$ cat config.mk
export PLATFORM = sky130hd
export DESIGN_NAME = alu_op_sequencer
export DESIGN_NICKNAME = d
export VERILOG_FILES = /design/src/rtl/alu_op_sequencer.sv
export SDC_FILE = /design/constraint.sdc
export NUM_CORES = 1
export LEC_CHECK = 0
export ABC_AREA = 1
export CORE_AREA = 2 2 58 88
export CTS_CLUSTER_SIZE = 30
export DETAILED_ROUTE_END_ITERATION = 10
export DIE_AREA = 0 0 60 90
export PLACE_DENSITY = 0.78
export RECOVER_POWER = 100
export SKIP_CTS_REPAIR_TIMING = 1
export SYNTH_ARGS = -nofsm -noshare
export SYNTH_HDL_FRONTEND = slang
export SYNTH_SLANG_ARGS = --single-unit
$ cat constraint.sdc
create_clock -name clk -period 1.5 [get_ports clk]
set_clock_uncertainty 0.15 [all_clocks]
set_input_delay 0.3 -clock clk [delete_from_list [all_inputs] [get_ports clk]]
set_output_delay 0.3 -clock clk [all_outputs]
set_load 0.01 [all_outputs]
$ cat src/rtl/alu_op_sequencer.sv
// Multi-cycle controller running register-to-register ALU ops over a single-read-port register file.
// Optional build macro ALU_SEQ_SAME_REG_SKIP_EN: skip RD_B when rs1 == rs2 on the register path.
module alu_op_sequencer #(
  parameter int WIDTH  = 4,
  parameter int ADDR_W = 2,
  parameter int CNT_W  = 8
) (
  input  logic              clk,
  input  logic              rst,
  input  logic              cmd_valid,
  output logic              cmd_ready,
  input  logic [2:0]        cmd_op,
  input  logic [ADDR_W-1:0] cmd_rs1,
  input  logic [ADDR_W-1:0] cmd_rs2,
  input  logic [ADDR_W-1:0] cmd_rd,
  input  logic              cmd_use_imm,
  input  logic [WIDTH-1:0]  cmd_imm,
  output logic [ADDR_W-1:0] rf_rd_addr,
  input  logic [WIDTH-1:0]  rf_rd_data,
  output logic [ADDR_W-1:0] rf_we_addr,
  output logic [WIDTH-1:0]  rf_we_data,
  output logic              rf_we,
  output logic [WIDTH-1:0]  alu_a,
  output logic [WIDTH-1:0]  alu_b,
  output logic [2:0]        alu_control,
  input  logic [WIDTH-1:0]  alu_res,
  output logic              done,
  output logic [WIDTH-1:0]  result,
  output logic [CNT_W-1:0]  op_count,
  output logic [2:0]        dbg_state
);

  localparam logic [2:0] S_IDLE = 3'd0;
  localparam logic [2:0] S_RD_A = 3'd1;
  localparam logic [2:0] S_RD_B = 3'd2;
  localparam logic [2:0] S_EXEC = 3'd3;
  localparam logic [2:0] S_WB   = 3'd4;

  // Handshake: a command transfers on a posedge where cmd_valid && cmd_ready;
  // cmd_ready is high only in IDLE, and cmd_* is ignored in every other state.

  logic [2:0]        state_q,   state_d;
  logic [2:0]        op_q,      op_d;
  logic [ADDR_W-1:0] rs1_q,     rs1_d;
  logic [ADDR_W-1:0] rs2_q,     rs2_d;
  logic [ADDR_W-1:0] rd_q,      rd_d;
  logic              use_imm_q, use_imm_d;
  logic [WIDTH-1:0]  imm_q,     imm_d;
  logic [WIDTH-1:0]  opa_q,     opa_d;
  logic [WIDTH-1:0]  opb_q,     opb_d;
  logic [WIDTH-1:0]  res_q,     res_d;
  logic [WIDTH-1:0]  result_q,  result_d;
  logic [CNT_W-1:0]  cnt_q,     cnt_d;
  logic [WIDTH-1:0]  alu_a_q,   alu_a_d;
  logic [WIDTH-1:0]  alu_b_q,   alu_b_d;
  logic [2:0]        alu_ctl_q, alu_ctl_d;
  logic [WIDTH-1:0]  exec_b;

  assign exec_b = use_imm_q ? imm_q : opb_q;

  always_comb begin
    state_d   = state_q;
    op_d      = op_q;
    rs1_d     = rs1_q;
    rs2_d     = rs2_q;
    rd_d      = rd_q;
    use_imm_d = use_imm_q;
    imm_d     = imm_q;
    opa_d     = opa_q;
    opb_d     = opb_q;
    res_d     = res_q;
    result_d  = result_q;
    cnt_d     = cnt_q;
    alu_a_d   = alu_a_q;
    alu_b_d   = alu_b_q;
    alu_ctl_d = alu_ctl_q;
    case (state_q)
      S_IDLE: begin
        if (cmd_valid) begin
          op_d      = cmd_op;
          rs1_d     = cmd_rs1;
          rs2_d     = cmd_rs2;
          rd_d      = cmd_rd;
          use_imm_d = cmd_use_imm;
          imm_d     = cmd_imm;
          state_d   = S_RD_A;
        end
      end
      S_RD_A: begin
        opa_d = rf_rd_data;
        if (use_imm_q) begin
          state_d = S_EXEC;
        end
`ifdef ALU_SEQ_SAME_REG_SKIP_EN
        else if (rs1_q == rs2_q) begin
          opb_d   = rf_rd_data;
          state_d = S_EXEC;
        end
`endif
        else begin
          state_d = S_RD_B;
        end
      end
      S_RD_B: begin
        opb_d   = rf_rd_data;
        state_d = S_EXEC;
      end
      S_EXEC: begin
        // Keep a copy of the ALU drive so the ALU inputs hold after EXEC.
        res_d     = alu_res;
        alu_a_d   = opa_q;
        alu_b_d   = exec_b;
        alu_ctl_d = op_q;
        state_d   = S_WB;
      end
      S_WB: begin
        result_d = res_q;
        cnt_d    = cnt_q + CNT_W'(1);
        state_d  = S_IDLE;
      end
      default: state_d = S_IDLE;
    endcase
  end

  always_ff @(posedge clk) begin
    if (rst) begin
      state_q   <= S_IDLE;
      op_q      <= '0;
      rs1_q     <= '0;
      rs2_q     <= '0;
      rd_q      <= '0;
      use_imm_q <= 1'b0;
      imm_q     <= '0;
      opa_q     <= '0;
      opb_q     <= '0;
      res_q     <= '0;
      result_q  <= '0;
      cnt_q     <= '0;
      alu_a_q   <= '0;
      alu_b_q   <= '0;
      alu_ctl_q <= '0;
    end else begin
      state_q   <= state_d;
      op_q      <= op_d;
      rs1_q     <= rs1_d;
      rs2_q     <= rs2_d;
      rd_q      <= rd_d;
      use_imm_q <= use_imm_d;
      imm_q     <= imm_d;
      opa_q     <= opa_d;
      opb_q     <= opb_d;
      res_q     <= res_d;
      result_q  <= result_d;
      cnt_q     <= cnt_d;
      alu_a_q   <= alu_a_d;
      alu_b_q   <= alu_b_d;
      alu_ctl_q <= alu_ctl_d;
    end
  end

  // Write strobe and done are pure state decodes, so they cannot glitch outside WB.
  assign cmd_ready   = (state_q == S_IDLE);
  assign rf_we       = (state_q == S_WB);
  assign done        = (state_q == S_WB);
  assign rf_we_addr  = rd_q;
  assign rf_we_data  = res_q;
  assign rf_rd_addr  = (state_q == S_RD_B) ? rs2_q : rs1_q;
  assign alu_a       = (state_q == S_EXEC) ? opa_q : alu_a_q;
  assign alu_b       = (state_q == S_EXEC) ? exec_b : alu_b_q;
  assign alu_control = (state_q == S_EXEC) ? op_q : alu_ctl_q;
  assign result      = result_q;
  assign op_count    = cnt_q;
  assign dbg_state   = state_q;

endmodule

==> results.md <==
- Post-synth EDFFs: 0
- Register area: 0.00105 sq mm
- Chip height: 90 um
- Pleak: 1.82 nW
- Yosys top cell by area: sky130_fd_sc_hd__dfxtp_1
- Fraction of the cycle the final worst path needs: 121%
- Share of cells above drive strength 1: 21.2%
- Initial standard-cell utilization of the core: 45.3%
- Pin count of the biggest net entering global routing: 27
- Crit-path max cell delay: 0.34 ns
- Tightest Hold Check Type: flip-flop to flip-flop
- Area fraction of the dominant cell type after synthesis: 48.9%
- Kind of start point of the critical path: flip-flop
- Final weighted congestion of routability-driven global placement: 0.816
- Setup TNS after final layout: -4.46 ns
- Via density: 4.69
- Iteration-0 DRC count of the detailed router: 67
- I/O pin total: 62
- Layout net count: 407
- Number of unique standard cell types used by synthesis: 18
- DP Wirelength: 3.50 mm
- Combinational fraction of design power: 22.1%
- WP data arrival: 1.37 ns
- Minimum hold slack: 0.311 ns
- RSZ-0062 raised after global routing: yes
- Area growth from synthesis to layout: 50.4%
- Number of vias in the routed layout: 2102
- Number of antenna violations at the first check in global routing: 0
- Switching power: 865 uW
- Flops & latches, synth: 52
- R2R setup slack: -0.06 ns
- TritonCTS clock tree: done
- Aggregate global routing overflow: 0
- Global-route total usage across every layer: 18.9%
- Final cell utilization of the core: 68.2%
- Footprint of the multi-input gates: 915 sq um
- Failing checks: setup timing
- Most instantiated library cell after synthesis: sky130_fd_sc_hd__dfxtp_1
- Highest achievable clock rate: 0.550 GHz
- Number of standard cells after synthesis: 296
- Master of the slowest instance on the critical path: sky130_fd_sc_hd__dfxtp_2
- Drc violations: 0
- Post-synth ARST share: 0%
- Hold violation count in the final report: 0
- Power share of the clock group: 26.7%
- Startpoint-to-endpoint class of the critical path: flip-flop to output port
- Final setup viols: 19
- Final worst setup slack: -0.318 ns
- Clock-pin slew on the worst setup and hold paths: 0.10 ns
- Worst voltage drop across the vdd grid: 0.000704 V
- Count of antenna-violating nets left after detailed routing: 0
- Maximum root-to-sink buffer count: 2
- Run status: complete, but fails checks
- Internal power component: 2.13 mW
- Worst-margin pin slew: 0.324 ns
- Synthesized net count: 322
- Post-layout instance area: 0.00320 sq mm
- DIE AREA: 0.00540 sq mm
- Antenna diodes: 0
- Fill cell instance count of the final layout: 378
- Total clock buffers created by CTS: 5
- Core area: 0.00469 sq mm
- Max-capacitance violation count: 0
- Cell Pwr Density: 934 mW/mm^2
- Worst path cell trace: inv_2 > nand3_4 > clkbuf_16 > o21ai_4 > inv_1 > clkbuf_2
- Post-synth top flop: sky130_fd_sc_hd__dfxtp_1
- Biggest area contributors in the synthesized netlist: sky130_fd_sc_hd__dfxtp_1, sky130_fd_sc_hd__nand2_1, sky130_fd_sc_hd__inv_1
- Sequential cell fraction of total power: 51.2%
- Number of buffer and inverter stages on the critical path: 4
- Global-route wire length before repair: 7.93 mm
- Relative slew slack: 78.3%
- Count of port buffers added during placement: 61
- Vias in the first global route: 1850
- Required time worst endpoint: 1.05 ns
- Net Sw Frac: 28.9%
- Warnings from Yosys: 0
- # rows: 31
- Sink Count: 52
- H-Tree Depth: 2
- Routed wire length: 5.24 mm
- Library cell used as clock root buffer: sky130_fd_sc_hd__clkbuf_8
- Synth cell count leaders: sky130_fd_sc_hd__dfxtp_1, sky130_fd_sc_hd__nand2_1, sky130_fd_sc_hd__inv_1
- Post-route minimum period: 1.82 ns
- Crit path max-delay family: buffers and inverters
- Later-pin clock latency in the skew report: 0.31 ns
- Worst-path maximum fanout: 5
- Post-synthesis average cell area: 7.19 sq um
- Chip Width: 60 um
- Category of the worst setup path capture point: output port
- Max Slew Vio Count: 0
- Cell area after synthesis: 0.00213 sq mm
- Drt pass-1 iters: 4
- Post-detailed-route wirelength per cell: 11.7 um
- Sequential-to-total area share from yosys stat: 48.9%
- Area post-placement: 0.00294 sq mm
-- routing by layer --
layer / global-route usage, % / wire length [um]
met1: 22.0 / 2100
met4: 7.78 / 97
met3: 4.46 / 228
met5: 0 / 0
met2: 32.0 / 2810
-- power groups by stage --
| stage | combinational [mW] | sequential, mW | clock, mW |
|---|---|---|---|
| after global placement | 0.630 | 1.55 | 0 |
| after detailed placement | 0.642 | 1.56 | 0 |
| after global routing | 0.734 | 1.54 | 0.868 |
| final | 0.662 | 1.53 | 0.797 |
| after CTS | 0.646 | 1.52 | 0.817 |
| after floorplan | 0.309 | 1.56 | 0 |
-- cells in the final DEF (no fill, tap or decap), types with 3 or more instances in the layout --
cell	count
sky130_fd_sc_hd__o21ai_4	4
sky130_fd_sc_hd__buf_4	27
sky130_fd_sc_hd__nand2_1	44
sky130_fd_sc_hd__buf_2	3
sky130_fd_sc_hd__nand3_2	3
sky130_fd_sc_hd__buf_6	4
sky130_fd_sc_hd__a21oi_1	26
sky130_fd_sc_hd__dfxtp_1	46
sky130_fd_sc_hd__inv_2	3
sky130_fd_sc_hd__clkbuf_8	5
sky130_fd_sc_hd__clkdlybuf4s50_1	24
sky130_fd_sc_hd__o21ai_0	20
sky130_fd_sc_hd__o21ai_1	8
sky130_fd_sc_hd__dfxtp_2	5
sky130_fd_sc_hd__nor2_1	41
sky130_fd_sc_hd__dlymetal6s2s_1	23
sky130_fd_sc_hd__inv_1	46
sky130_fd_sc_hd__nand2_2	4
sky130_fd_sc_hd__o21ai_2	6
sky130_fd_sc_hd__clkbuf_2	9
sky130_fd_sc_hd__nand3_1	20
-- cell type report --
| cell class | instances | area share, % |
|---|---|---|
| clock inverter | 2 | 0.508 |
| inverter | 49 | 5.74 |
| sequential | 52 | 32.8 |
| clock buffer | 6 | 2.27 |
| multi-input combinational | 181 | 28.6 |
| timing repair buffer | 92 | 27.5 |
| tap | 66 | 2.58 |
-- flip-flops by register name, indices dropped and copies added, names as in the netlist --
register    count
op_count        8
alu_a_q         4
alu_b_q         4
imm_q           4
opa_q           4
opb_q           4
result          4
rf_we_data      4
alu_ctl_q       3
dbg_state       3
op_q            3
rf_we_addr      2
rs1_q           2
rs2_q           2
use_imm_q       1
-- final timing paths --
kind                   end  depth (start not counted)          from
setup / recovery  alu_b[2]                          6  dbg_state[2]
hold / removal    opb_q[0]                          2      opb_q[0]
setup reg to reg  opa_q[2]                          6  dbg_state[1]
hold reg to reg   opb_q[0]                          2      opb_q[0]
-- stage by stage --
| step | power, mW | instances | worst slack, ns |
|---|---|---|---|
| after floorplan | 1.87 | 296 | -0.00670 |
| after global routing | 3.15 | 448 | -0.395 |
| after CTS | 2.99 | 442 | -0.732 |
| final | 2.99 | 448 | -0.318 |
| after global placement | 2.18 | 434 | -0.332 |
| after detailed placement | 2.20 | 434 | -0.353 |
-- worst register-to-register path: stages, from the launching register on --
cell and delay (ns):
sky130_fd_sc_hd__dfxtp_2 0.35, sky130_fd_sc_hd__buf_4 0.16, sky130_fd_sc_hd__inv_1 0.07, sky130_fd_sc_hd__buf_4 0.12
sky130_fd_sc_hd__nand3_1 0.25, sky130_fd_sc_hd__o21ai_0 0.29, sky130_fd_sc_hd__a21oi_1 0.06
-- cells by family after synthesis --
| family | share of synthesized area (%) |
|---|---|
| buffers and inverters | 12.5 |
| adder cells (fa/ha/maj) | 0.588 |
| AND/OR/NAND/NOR | 23.0 |
| flip-flops | 48.9 |
| AO/OA/AOI/OAI | 15.0 |
Power figures use the tool's default switching activity.
